**config.mk**
```make
export PLATFORM = sky130hd
export DESIGN_NAME = nukv_predicate_assembler
export DESIGN_NICKNAME = d
export VERILOG_FILES = /design/src/rtl/nukv_pred_pkg.sv /design/src/rtl/nukv_predicate_assembler.sv
export SDC_FILE = /design/constraint.sdc
export NUM_CORES = 1
export LEC_CHECK = 0
export ABC_AREA = 1
export BUFFER_PORTS_ARGS = -buffer_cell sky130_fd_sc_hd__clkbuf_2
export CAP_MARGIN = 20
export CORE_AREA = 5 5 286 288
export DETAILED_ROUTE_END_ITERATION = 10
export DIE_AREA = 0 0 291 293
export PLACE_DENSITY = 0.41
export SETUP_SLACK_MARGIN = 0.1
export SYNTH_ARGS = -nofsm -noshare
export SYNTH_HDL_FRONTEND = slang
export SYNTH_SLANG_ARGS = --single-unit
```
**constraint.sdc**
```tcl
create_clock -name clk -period 5.2 [get_ports clk]
set_input_delay 0.26 -clock clk [delete_from_list [all_inputs] [get_ports clk]]
set_output_delay 0.26 -clock clk [all_outputs]
set_load 0.02 [all_outputs]
```
**src/rtl/nukv_pred_pkg.sv**
```systemverilog
// Shared constants and FSM encoding for the predicate assembler.
package nukv_pred_pkg;

    localparam int PRED_SLOT_WIDTH = 48;
    localparam int PRED_MAX_DEPTH  = 9;
    localparam int CFG_SCAN_BIT    = 63;
    localparam int CFG_COUNT_LSB   = 56;
    localparam int CFG_COUNT_W     = 4;

    typedef enum logic [2:0] {
        ST_HDR,
        ST_META,
        ST_PRED,
        ST_WAIT_LAST,
        ST_OUT
    } asm_state_e;

endpackage

```
**src/rtl/nukv_predicate_assembler.sv**
```systemverilog
// Packs a narrow config packet into {predicates, meta} for the evaluation pipeline.
// Optional statistics counters are enabled by defining NUKV_PRED_ASM_STATS_EN.
module nukv_predicate_assembler
    import nukv_pred_pkg::*;
#(
    parameter int MEMORY_WIDTH = 512,
    parameter int META_WIDTH   = 96,
    parameter int PIPE_DEPTH   = 1
) (
    input  logic                           clk,
    input  logic                           rst,
    input  logic [63:0]                    cfg_data,
    input  logic                           cfg_valid,
    input  logic                           cfg_last,
    output logic                           cfg_ready,
    output logic [META_WIDTH+MEMORY_WIDTH-1:0] pred_data,
    output logic                           pred_valid,
    output logic                           pred_scan,
    input  logic                           pred_ready,
    output logic                           error_input,
    output logic [31:0]                    stat_pkts,
    output logic [31:0]                    stat_errs
);

    asm_state_e                  state;
    logic [META_WIDTH-1:0]       meta_q;
    logic [PRED_SLOT_WIDTH-1:0]  slot_q [PIPE_DEPTH];
    logic [CFG_COUNT_W-1:0]      count_q;
    logic [CFG_COUNT_W-1:0]      pidx_q;
    logic                        scan_q;
    logic                        err_q;
    logic                        pred_valid_q;
    logic                        error_q;

    logic                        accept;
    logic [CFG_COUNT_W-1:0]      hdr_count;
    logic [CFG_COUNT_W-1:0]      count_sat;
    logic                        count_over;
    logic [PRED_MAX_DEPTH-1:0]   slot_en;
    logic                        over_depth;
    logic                        last_pred;
    logic                        pred_err;
    logic                        unused_cfg_bits;

    assign cfg_ready   = (state != ST_OUT);
    assign accept      = cfg_valid & cfg_ready;
    assign pred_valid  = pred_valid_q;
    assign pred_scan   = scan_q;
    assign error_input = error_q;

    assign hdr_count  = cfg_data[CFG_COUNT_LSB +: CFG_COUNT_W];
    assign count_over = (hdr_count > CFG_COUNT_W'(PRED_MAX_DEPTH));
    assign count_sat  = count_over ? CFG_COUNT_W'(PRED_MAX_DEPTH) : hdr_count;
    assign last_pred  = (CFG_COUNT_W'(pidx_q + 1'b1) == count_q);
    assign pred_err   = err_q | over_depth;

    assign unused_cfg_bits = ^{cfg_data[62:60], cfg_data[55:48]};

    // One-hot slot decode; the slots past PIPE_DEPTH only feed the overflow flag.
    always_comb begin
        slot_en    = '0;
        over_depth = 1'b0;
        for (int unsigned k = 0; k < PRED_MAX_DEPTH; k++)
            slot_en[k] = (pidx_q == CFG_COUNT_W'(k));
        for (int unsigned k = PIPE_DEPTH; k < PRED_MAX_DEPTH; k++)
            over_depth = over_depth | slot_en[k];
    end

    always_comb begin
        pred_data = '0;
        pred_data[META_WIDTH-1:0] = meta_q;
        for (int unsigned k = 0; k < PIPE_DEPTH; k++)
            pred_data[META_WIDTH + k*PRED_SLOT_WIDTH +: PRED_SLOT_WIDTH] = slot_q[k];
    end

    always_ff @(posedge clk) begin
        if (rst) begin
            state        <= ST_HDR;
            meta_q       <= '0;
            count_q      <= '0;
            pidx_q       <= '0;
            scan_q       <= 1'b0;
            err_q        <= 1'b0;
            pred_valid_q <= 1'b0;
            error_q      <= 1'b0;
            for (int unsigned k = 0; k < PIPE_DEPTH; k++)
                slot_q[k] <= '0;
        end else begin
            error_q <= 1'b0;
            case (state)
                ST_HDR: if (accept) begin
                    scan_q  <= cfg_data[CFG_SCAN_BIT];
                    count_q <= count_sat;
                    meta_q  <= {cfg_data[31:0], 64'd0};
                    pidx_q  <= '0;
                    err_q   <= count_over;
                    for (int unsigned k = 0; k < PIPE_DEPTH; k++)
                        slot_q[k] <= '0;
                    if (cfg_last) begin
                        state        <= ST_OUT;
                        pred_valid_q <= 1'b1;
                        error_q      <= 1'b1;
                    end else begin
                        state <= ST_META;
                    end
                end
                ST_META: if (accept) begin
                    meta_q[63:0] <= cfg_data;
                    if (cfg_last) begin
                        state        <= ST_OUT;
                        pred_valid_q <= 1'b1;
                        error_q      <= err_q | (count_q != '0);
                    end else if (count_q != '0) begin
                        state <= ST_PRED;
                    end else begin
                        state <= ST_WAIT_LAST;
                    end
                end
                ST_PRED: if (accept) begin
                    for (int unsigned k = 0; k < PIPE_DEPTH; k++)
                        if (slot_en[k]) slot_q[k] <= cfg_data[PRED_SLOT_WIDTH-1:0];
                    pidx_q <= pidx_q + 1'b1;
                    err_q  <= pred_err;
                    // A short packet is flagged here; an on-count last closes cleanly.
                    if (cfg_last) begin
                        state        <= ST_OUT;
                        pred_valid_q <= 1'b1;
                        error_q      <= pred_err | ~last_pred;
                    end else if (last_pred) begin
                        state <= ST_WAIT_LAST;
                    end
                end
                ST_WAIT_LAST: if (accept) begin
                    err_q <= 1'b1;
                    if (cfg_last) begin
                        state        <= ST_OUT;
                        pred_valid_q <= 1'b1;
                        error_q      <= 1'b1;
                    end
                end
                ST_OUT: if (pred_ready) begin
                    pred_valid_q <= 1'b0;
                    state        <= ST_HDR;
                end
                default: state <= ST_HDR;
            endcase
        end
    end

`ifdef NUKV_PRED_ASM_STATS_EN
    logic [31:0] stat_pkts_q;
    logic [31:0] stat_errs_q;

    always_ff @(posedge clk) begin
        if (rst) begin
            stat_pkts_q <= '0;
            stat_errs_q <= '0;
        end else begin
            if (pred_valid_q && pred_ready) stat_pkts_q <= stat_pkts_q + 32'd1;
            if (error_q)                    stat_errs_q <= stat_errs_q + 32'd1;
        end
    end

    assign stat_pkts = stat_pkts_q;
    assign stat_errs = stat_errs_q;
`else
    assign stat_pkts = '0;
    assign stat_errs = '0;
`endif

endmodule

```
-- After elaboration in Yosys (flattened, before gate mapping)
Memories as Yosys holds them, arrays and structs flattened.
Cells that the tools add are included.
- add/sub/neg operators: 1
- $mul: 0
- divide/modulo/power cells: 0
- $lt $le $gt $ge: 1
- equality and inequality tests: 23
- shifts and indexed selects: 0
- mux-type cells: 49
- bitwise operators: 12
- reduce and logical (&&, ||, !) cells: 17
- operator list (kind ; count):
    2-to-1 mux 64 bit ; 2
    one-hot mux 64 bit (2 select lines) ; 1
    2-to-1 mux 48 bit ; 2
    OR reduction 48 bit ; 2
    2-to-1 mux 3 bit ; 10
    2-to-1 mux 1 bit ; 26
    equality test 4 x 3 -> 1 bit, second input constant ; 4
    one-hot mux 3 bit (5 select lines) ; 1
    2-to-1 mux 4 bit ; 3
    != test 2 bit, second input constant ; 6
    bitwise OR 1 bit ; 10
    equality test 4 x 2 -> 1 bit, second input constant ; 2
    one-hot mux 4 bit (2 select lines) ; 1
    AND reduction 4 bit ; 2
    AND reduction 7 bit ; 1
    equality test 3 x 2 -> 1 bit, second input constant ; 2
    != test 3 bit, second input constant ; 2
    one-hot mux 1 bit (3 select lines) ; 2
    AND reduction 3 bit ; 2
    nonzero test 2 bit ; 3
    adder 4 x 1 -> 4 bit, second input constant ; 1
    equality test 4 x 1 -> 1 bit, second input constant ; 1
    equality test 4 bit ; 1
    equality test 4 bit, second input constant ; 1
    14 further kinds ; 15
- bits in registers: 111
- bits in latches: 0
- RAM bits: 48
- memory bits (read-only): 0
- input port bits: 69
- output and inout bits: 676
- logic and storage cells: 113
- memories: 1
- memories (name ; words ; width ; rd ports ; clocked after memory_dff ; wr ports ; RTL line ; text):
    slot_q ; 1 ; 48 ; 1 ; 0 ; 1 ; nukv_predicate_assembler.sv:27 ; logic [PRED_SLOT_WIDTH-1:0] slot_q [PIPE_DEPTH];

-- Depth between registers and ports, before layout
Gate-level depths: netlist of run 1.
- depth after elaboration: 13
- mapped depth: 12
- gate-level depth less buffers: 12

-- Worst setup path before layout of run 1
Ideal clock, no wire load.
- path type: reg2reg
- from: register state[0]
- to: memory slot_q[0][0] (enable)
- arrival time: 2.354 ns
- required time: 4.493 ns
- slack: 2.139 ns
- stages on the path, launching flop included: 10
- path buffers: 3
- clock period less this slack: 3.061 ns
- path through: dfxtp_1 -> buf_2 -> nor2_4 -> nand2_2 -> nand2_1 -> nor3_2 -> nand2_1 -> buf_6 -> buf_6 -> nand3_1
- word-level cells in the longest chain between the ends: 9
- elaborated cells between the ends (all ways): 16
- classes of those cells: 2 x eq/ne; 10 x mux; 1 x bitwise; 3 x reduce/logical
- ends and longest elaborated chain (element ; RTL line ; text):
    from (decl) ; nukv_predicate_assembler.sv:25 ; asm_state_e state;
    from (signal assigned) ; nukv_predicate_assembler.sv:78 ; state <= ST_HDR;
    from (signal assigned) ; nukv_predicate_assembler.sv:100 ; state <= ST_OUT;
    from (signal assigned) ; nukv_predicate_assembler.sv:104 ; state <= ST_META;
    != test 3 bit (*) ; nukv_predicate_assembler.sv:45 ; assign cfg_ready = (state != ST_OUT);
    net cfg_ready ; nukv_predicate_assembler.sv:15 ; output logic cfg_ready,
    AND 1 bit (*) ; nukv_predicate_assembler.sv:46 ; assign accept = cfg_valid & cfg_ready;
    2-to-1 mux 1 bit ; nukv_predicate_assembler.sv:91 ; ST_HDR: if (accept) begin
    2-to-1 mux 1 bit ; nukv_predicate_assembler.sv:90 ; case (state)
    2-to-1 mux 1 bit ; nukv_predicate_assembler.sv:77 ; if (rst) begin
    2-to-1 mux 1 bit (not written as such) ; nukv_predicate_assembler.sv:98 ; slot_q[k] <= '0;
    OR reduction 48 bit (no line) ; -- ;
    2-to-1 mux 1 bit (no line) ; -- ;
    2-to-1 mux 1 bit (no line) (*) ; -- ;
    to (decl) ; nukv_predicate_assembler.sv:27 ;
The timed path passes the listed nets; every way through them passes the cells marked *.

-- Worst setup path in the final report of run 1
- from: register state[2]
- to: register meta_q[10]
- word-level cells in the longest chain between the ends: 4
- elaborated cells between the ends (all ways): 9
- classes of those cells: 4 x eq/ne; 1 x mux; 1 x bitwise; 3 x reduce/logical
- ends and longest elaborated chain (element ; RTL line ; text):
    != test 3 bit ; nukv_predicate_assembler.sv:45 ;
    AND 1 bit ; nukv_predicate_assembler.sv:46 ;
    != test 2 bit (no line) ; -- ;
    AND reduction 3 bit (no line) ; -- ;
    to (signal assigned) ; nukv_predicate_assembler.sv:94 ; meta_q <= {cfg_data[31:0], 64'd0};
    to (signal assigned) ; nukv_predicate_assembler.sv:108 ; meta_q[63:0] <= cfg_data;
    to (decl) ; nukv_predicate_assembler.sv:26 ; logic [META_WIDTH-1:0] meta_q;
Parallel ways exist; a longest one is shown, timed or not.
A chain may end at the register's enable or synchronous reset.

==> summary.md, run 1 <==
| Metric | Value |
|---|---|
| Flip-flop and latch area | 3671 sq um |
| Vias | 6,761 |
| # rows | 103 |
| All-layer global routing usage | 7.074% |
| Pwr dens | 324.1 nW/um^2 |
| # DRC | 0 |
| Worst-skew pair later-pin latency | 460 ps |
| Syn. warnings | 0 |
| Layout fillers | 9,148 |
| Inserted Clock Buffers | 17 |
| Slew Limit Fails | 0 |
| Final Hold Viols | 0 |
| Final GP Congestion | 0.6823 |
| Largest net degree at the start of global routing | 73 |
| Final setup violation count | 0 |
| Most common cell after layout, fill and taps aside | conb_1 |
| Max-Cap Viols | 0 |
| Average vias per placed instance | 2.737 |
| Leakage | 5.281 nW |
| Drt first pass iters | 4 |
| Hold Slack | 69.25 ps |
| Initial antenna violation count | 3 |
| Final net count | 1,479 |
| Post-synthesis sequential area ratio | 35.99% |
| Critical path origin | state[2]$_SDFFE_PP0P_ |
| TNS Setup | 0 ps |
| Peak supply drop | 0.1270 mV |
| Number of post-CTS setup repair buffers | 0 |
| Post-Layout Inst Area | 10,960 sq um |
| First-pass GRT wire length | 44,620 um |
| Worst-margin pin slew | 949.7 ps |
| CP max-delay cell | nor2_4 |
| Root buf cell | clkbuf_16 |
| CP cell instances | inv_2 -> nand2_4 -> nor2_4 -> buf_4 -> nand3_1 -> a21oi_1 |
| Placed inst area | 10,390 sq um |
| Port bufs | 216 |
| Critical Path Sink Type | flop |
| Tcrit/Tclk final | 54.06% |
| RSZ-0062 raised after global routing | false |
| Post-route ant nets | 0 |
| FMAX | 0.3557 GHz |
| R2R setup slack | 2390 ps |
| Worst-path clk slew | 70 ps |
| Die area | 85,260 sq um |
| #FFs+latches synth | 159 |
| Final Skew | 21.06 ps |
| Commonest non-fill, non-tap cells in the layout | conb_1, clkbuf_2, dfxtp_1, a21oi_1, o21ai_0 |
| Area delta synth->final | 7.634% |
| CP Max Fanout | 68 |
| Max Root-Sink Buffers | 2 |
| Wire per inst | 13.47 um |
| Mean Syn Cell Area | 8.336 sq um |
| R2r startpoint | state[2]$_SDFFE_PP0P_ |
| Die Width | 291 um |
| Starting density of the core | 12.95% |
| CTS tree | built |
| Critical setup path kind | reg2reg |
| Cts repair resizes | 0 |
| Die Ht | 293 um |
| Mapped Area | 10,180 sq um |
| CTS sink count | 159 |
| Core Footprint | 78,610 sq um |
| Final wirelength | 33,270 um |
| Min-delay src | cfg_data[54] |
| Share of cells above drive strength 1 | 19.38% |
| Slew headroom | 36.69% |
| Ports | 745 |
| Critical path's largest stage delay | 920 ps |
| Overflow after GRT | 0 |
| Outcome | finished clean |
| Yosys cell types | 31 |
| Post-Syn Instances | 1,221 |
| Arrival @ worst endpoint | 3200 ps |
| DRT iter0 DRCs | 291 |
| HP Class | in2reg |
| H-tree Lvls | 4 |
| Hpwl dp | 25,500 um |
| Final min period | 2811 ps |
| Critical path launch point type | flop |
| Hold Buf Count CTS | 0 |
| Number of global-route vias before repair | 6,195 |
| Critical Path RT | 5590 ps |
| Footprint of the multi-input gates | 4026 sq um |
-- area by class of cell --
class | instances | area share (%)
Timing Repair Buffer | 220 | 10.16
Antenna cell | 1 | 0.02284
Sequential cell | 159 | 33.51
Clock inverter | 12 | 0.9822
Inverter | 70 | 2.398
Clock buffer | 20 | 4.180
Multi-Input combinational cell | 938 | 36.75
Tap cell | 1050 | 11.99
-- path summary, 6_finish.rpt --
| check | cells after the start | end |
|---|---|---|
| setup / recovery | 6 | meta_q[10]$_SDFFE_PP0P_ |
| setup reg to reg | 6 | meta_q[10]$_SDFFE_PP0P_ |
| hold reg to reg | 2 | pred_valid$_SDFFE_PP0P_ |
| hold / removal | 3 | meta_q[54]$_SDFFE_PP0P_ |
-- synthesized netlist by cell type --
cell type	n	area, sq um
a211oi_1	1	7.510
a21oi_1	107	535.5
a221oi_1	1	8.760
buf_1	6	22.52
buf_2	24	120.1
buf_4	529	3971
buf_6	3	33.78
clkbuf_1	19	71.32
conb_1	1	3.750
dfxtp_1	111	2222
edfxtp_1	48	1441
ha_1	4	50.05
inv_1	66	247.7
inv_2	4	15.01
nand2_1	38	142.6
nand2_2	1	6.260
nand2_4	2	22.52
nand3_1	76	380.4
nand3b_1	1	7.510
nand4_1	4	25.02
nor2_1	55	206.5
nor2_2	9	56.30
nor2_4	2	22.52
nor3_1	1	5.000
nor3_2	1	10.01
o21ai_0	96	480.5
o21ai_1	6	30.03
o22ai_1	2	12.51
o31ai_1	1	7.510
or2_1	1	6.260
or2_2	1	6.260
-- through the flow --
step,cells,setup WS (ps),utilization [%],power [mW]
2_1_floorplan,1748,2139,-,2.389
3_3_place_gp,2437,2272,13.21,2.336
3_5_place_dp,2437,2252,13.21,2.332
4_1_cts,2469,2302,13.93,3.621
5_1_grt,2469,2111,13.93,3.743
6_report,2470,2389,13.94,3.551
-- flip-flops by register name (all words and copies together), names as in the netlist --
register	cells
pidx_q	4
slot_q	48
pred_scan	1
state	3
pred_valid	1
count_q	4
meta_q	96
error_input	1
err_q	1
-- routing by layer --
layer  GRT usage, %  share of wire [%]
met3          2.661                8.4
met1          9.014                 42
met5              0                  0
met2          11.47                 49
met4          1.566               0.88
-- power by group --
part           leakage, nW  switching, mW  total, mW  internal [mW]
Combinational         3.58          0.699      0.830          0.131
Clock                0.280          0.566       1.26          0.690
Sequential            1.42         0.0884       1.46           1.38
-- cell families after synthesis --
| group | after synthesis | synth area share, % |
|---|---|---|
| compound gates | 214 | 10.63 |
| fa+ha+maj | 4 | 0.4917 |
| buf+inv | 651 | 44.03 |
| flops | 159 | 35.99 |
| other cells | 1 | 0.03684 |
| simple gates | 192 | 8.814 |
-- worst max-delay path, delay by kind of cell, from the launching register on --
kind / cells / cell delay (ps)
buffers and inverters: 2 / 600
DFF: 1 / 370
and+or+nand+nor: 3 / 1470
AOI/OAI and AO/OA: 1 / 160
(Power assumes the default switching activity.)
==> run 2: changes to the inputs <==
==> constraint.sdc (replaced) <==
create_clock -name clk -period 2.8 [get_ports clk]
set_input_delay 0.14 -clock clk [delete_from_list [all_inputs] [get_ports clk]]
set_output_delay 0.14 -clock clk [all_outputs]
set_load 0.02 [all_outputs]
==> summary.md, run 2 (synthesis gave the netlist of run 1 again) <==
| Metric | Value |
|---|---|
| Most common cell after layout, fill and taps aside | conb_1 |
| Cts repair resizes | 0 |
| Worst Hold End | meta_q[7]$_SDFFE_PP0P_ |
| Die Ht | 293 um |
| Slew Limit Fails | 0 |
| Critical path's top delay family | simple AND/OR/NAND/NOR gates |
| Outcome | finished clean |
| Final Worst Setup Slack | 744.2 ps |
| Tcrit/Tclk final | 73.42% |
| Pre-CTS setup slack | 696.3 ps |
| Max reg flops | 96 |
| Share of cells above drive strength 1 | 18.96% |
| Worst-margin pin slew | 958.8 ps |
| Max-Cap Viols | 0 |
| Slew headroom | 36.08% |
| R2R Path End | slot_q[0][15]$_SDFFCE_PN0P_ |
| R2R setup slack | 740 ps |
| Overflow after GRT | 0 |
| Hpwl dp | 25,110 um |
| Arrival @ worst endpoint | 2190 ps |
| Critical path launch point type | flop |
| Inserted Clock Buffers | 17 |
| CTS tree | built |
| Die Width | 291 um |
| Core Footprint | 78,610 sq um |
| Ports | 745 |
| Area delta synth->final | 15.05% |
| RSZ-0062 raised after global routing | false |
| Port bufs | 216 |
| Top reg by flops | meta_q |
| Final wirelength | 32,810 um |
| # DRC | 0 |
| Post-route ant nets | 0 |
| Final net count | 1,547 |
| Critical path's largest stage delay | 570 ps |
| Root buf cell | clkbuf_16 |
| R2R cell count | 7 |
| Commonest non-fill, non-tap cells in the layout | conb_1, clkbuf_2, dfxtp_1, a21oi_1, o21ai_0 |
| Regs by FF count | meta_q: 96 flops, slot_q: 48 flops |
| All-layer global routing usage | 6.990% |
| R2r startpoint | state[1]$_SDFFE_PP0P_ |
| CP Max Fanout | 31 |
| Final GP Congestion | 0.7113 |
| Final Hold Viols | 0 |
| Final setup violation count | 0 |
| CP max-delay cell | dfxtp_4 |
| Layout fillers | 9,131 |
| Critical Path RT | 2930 ps |
| Average vias per placed instance | 2.774 |
| First-pass GRT wire length | 44,470 um |
| Hold path depth | 3 |
| CTS sink count | 159 |
| Starting density of the core | 12.95% |
| H-tree Lvls | 4 |
| # rows | 103 |
| Wire per inst | 12.92 um |
| FMAX | 0.4864 GHz |
| Pwr dens | 588.0 nW/um^2 |
| TNS Setup | 0 ps |
| DRT iter0 DRCs | 254 |
| Number of global-route vias before repair | 6,514 |
| Min-delay src | cfg_data[7] |
| Max Root-Sink Buffers | 2 |
| Initial antenna violation count | 4 |
| Final Skew | 13.59 ps |
| CP cell instances | inv_2 -> nor2_1 -> inv_1 -> nor2_1 -> nand2_4 -> nand3_4 -> buf_12 |
| WP buf/inv | 3 |
| Peak supply drop | 0.4221 mV |
| Worst-skew pair later-pin latency | 450 ps |
| Die area | 85,260 sq um |
| Critical Path Sink Type | flop |
| Leakage | 5.616 nW |
| Drt first pass iters | 4 |
| Largest net degree at the start of global routing | 72 |
| Critical setup path kind | reg2reg |
| Crit path top cell by count | nor2_1 |
| Vias | 7,047 |
| Worst-path clk slew | 70 ps |
| HP Class | in2reg |
| Final min period | 2056 ps |
==> run 2: changes by cell type in the layout (fill, tap and decap cells not counted), moves of 2 or more <==
cell	change
buf_4	+5
clkbuf_16	+2
clkbuf_8	+3
clkinv_2	-3
diode_2	+2
dlygate4sd3_1	+62
inv_6	-2
==> run 2: worst max path at each step <==
stage                             endpoint  cells past startpoint             startpoint  slack (ps)
2_1_floorplan   slot_q[0][0]$_SDFFCE_PN0P_                      9  state[0]$_SDFFE_PP0P_         360
3_5_place_dp        pidx_q[2]$_SDFFE_PP0P_                      8  state[2]$_SDFFE_PP0P_         700
3_3_place_gp        pidx_q[0]$_SDFFE_PP0P_                      8  state[2]$_SDFFE_PP0P_         660
5_1_grt              state[0]$_SDFFE_PP0P_                      8  state[0]$_SDFFE_PP0P_         510
4_1_cts             pidx_q[0]$_SDFFE_PP0P_                      8  state[2]$_SDFFE_PP0P_         680
6_report       slot_q[0][15]$_SDFFCE_PN0P_                      7  state[1]$_SDFFE_PP0P_         740
==> run 2: per-layer routing <==
| layer | part of all wire (%) | up-vias | GRT usage [%] |
|---|---|---|---|
| met4 | 0.92 | 0 | 1.636 |
| met1 | 41 | 3291 | 8.727 |
| li1 | - | 3391 | - |
| met5 | 0 | - | 0 |
| met2 | 50 | 350 | 11.59 |
| met3 | 8.1 | 15 | 2.525 |
==> run 2: layout make-up <==
| type | count | area, sq um | share of cell area, % |
|---|---|---|---|
| inverters | 70 | 262.8 | 2.244 |
| flip-flops and latches | 159 | 3671 | 31.35 |
| diodes | 3 | 7.507 | 0.06411 |
| repair buffers | 288 | 1792 | 15.30 |
| well taps | 1050 | 1314 | 11.22 |
| clock inverters | 8 | 86.33 | 0.7373 |
| multi-input cells | 938 | 4031 | 34.43 |
| clock buffers | 24 | 545.5 | 4.659 |
==> run 2: timing repair <==
action                    4_1_cts  5_1_grt
hold endpoints to repair      109        0
setup buffers                   0        0
hold buffers                   62        0
==> run 2: stage by stage <==
stage	hold WS [ps]	util, %	power, mW	cell area, sq um	cells
after floorplan	280.8	-	4.436	12160	1748
after global placement	398.0	13.29	4.348	10450	2443
after detailed placement	402.1	13.29	4.348	10450	2443
after CTS	7.264	14.89	7.026	11700	2537
after global routing	49.41	14.89	7.246	11710	2538
final	45.95	14.90	6.885	11710	2540
==> run 2: worst reg2reg max path: stages, from the launching register on <==
cell and delay [ps]:
dfxtp_4 570, inv_2 100, nor2_1 110, inv_1 90, nor2_1 240, nand2_4 90
nand3_4 240, buf_12 270
==> run 2: power breakdown <==
group	switching, mW	internal [mW]	total, mW
logic	1.40	0.314	1.71
clock network	1.06	1.47	2.53
registers	0.0931	2.55	2.65
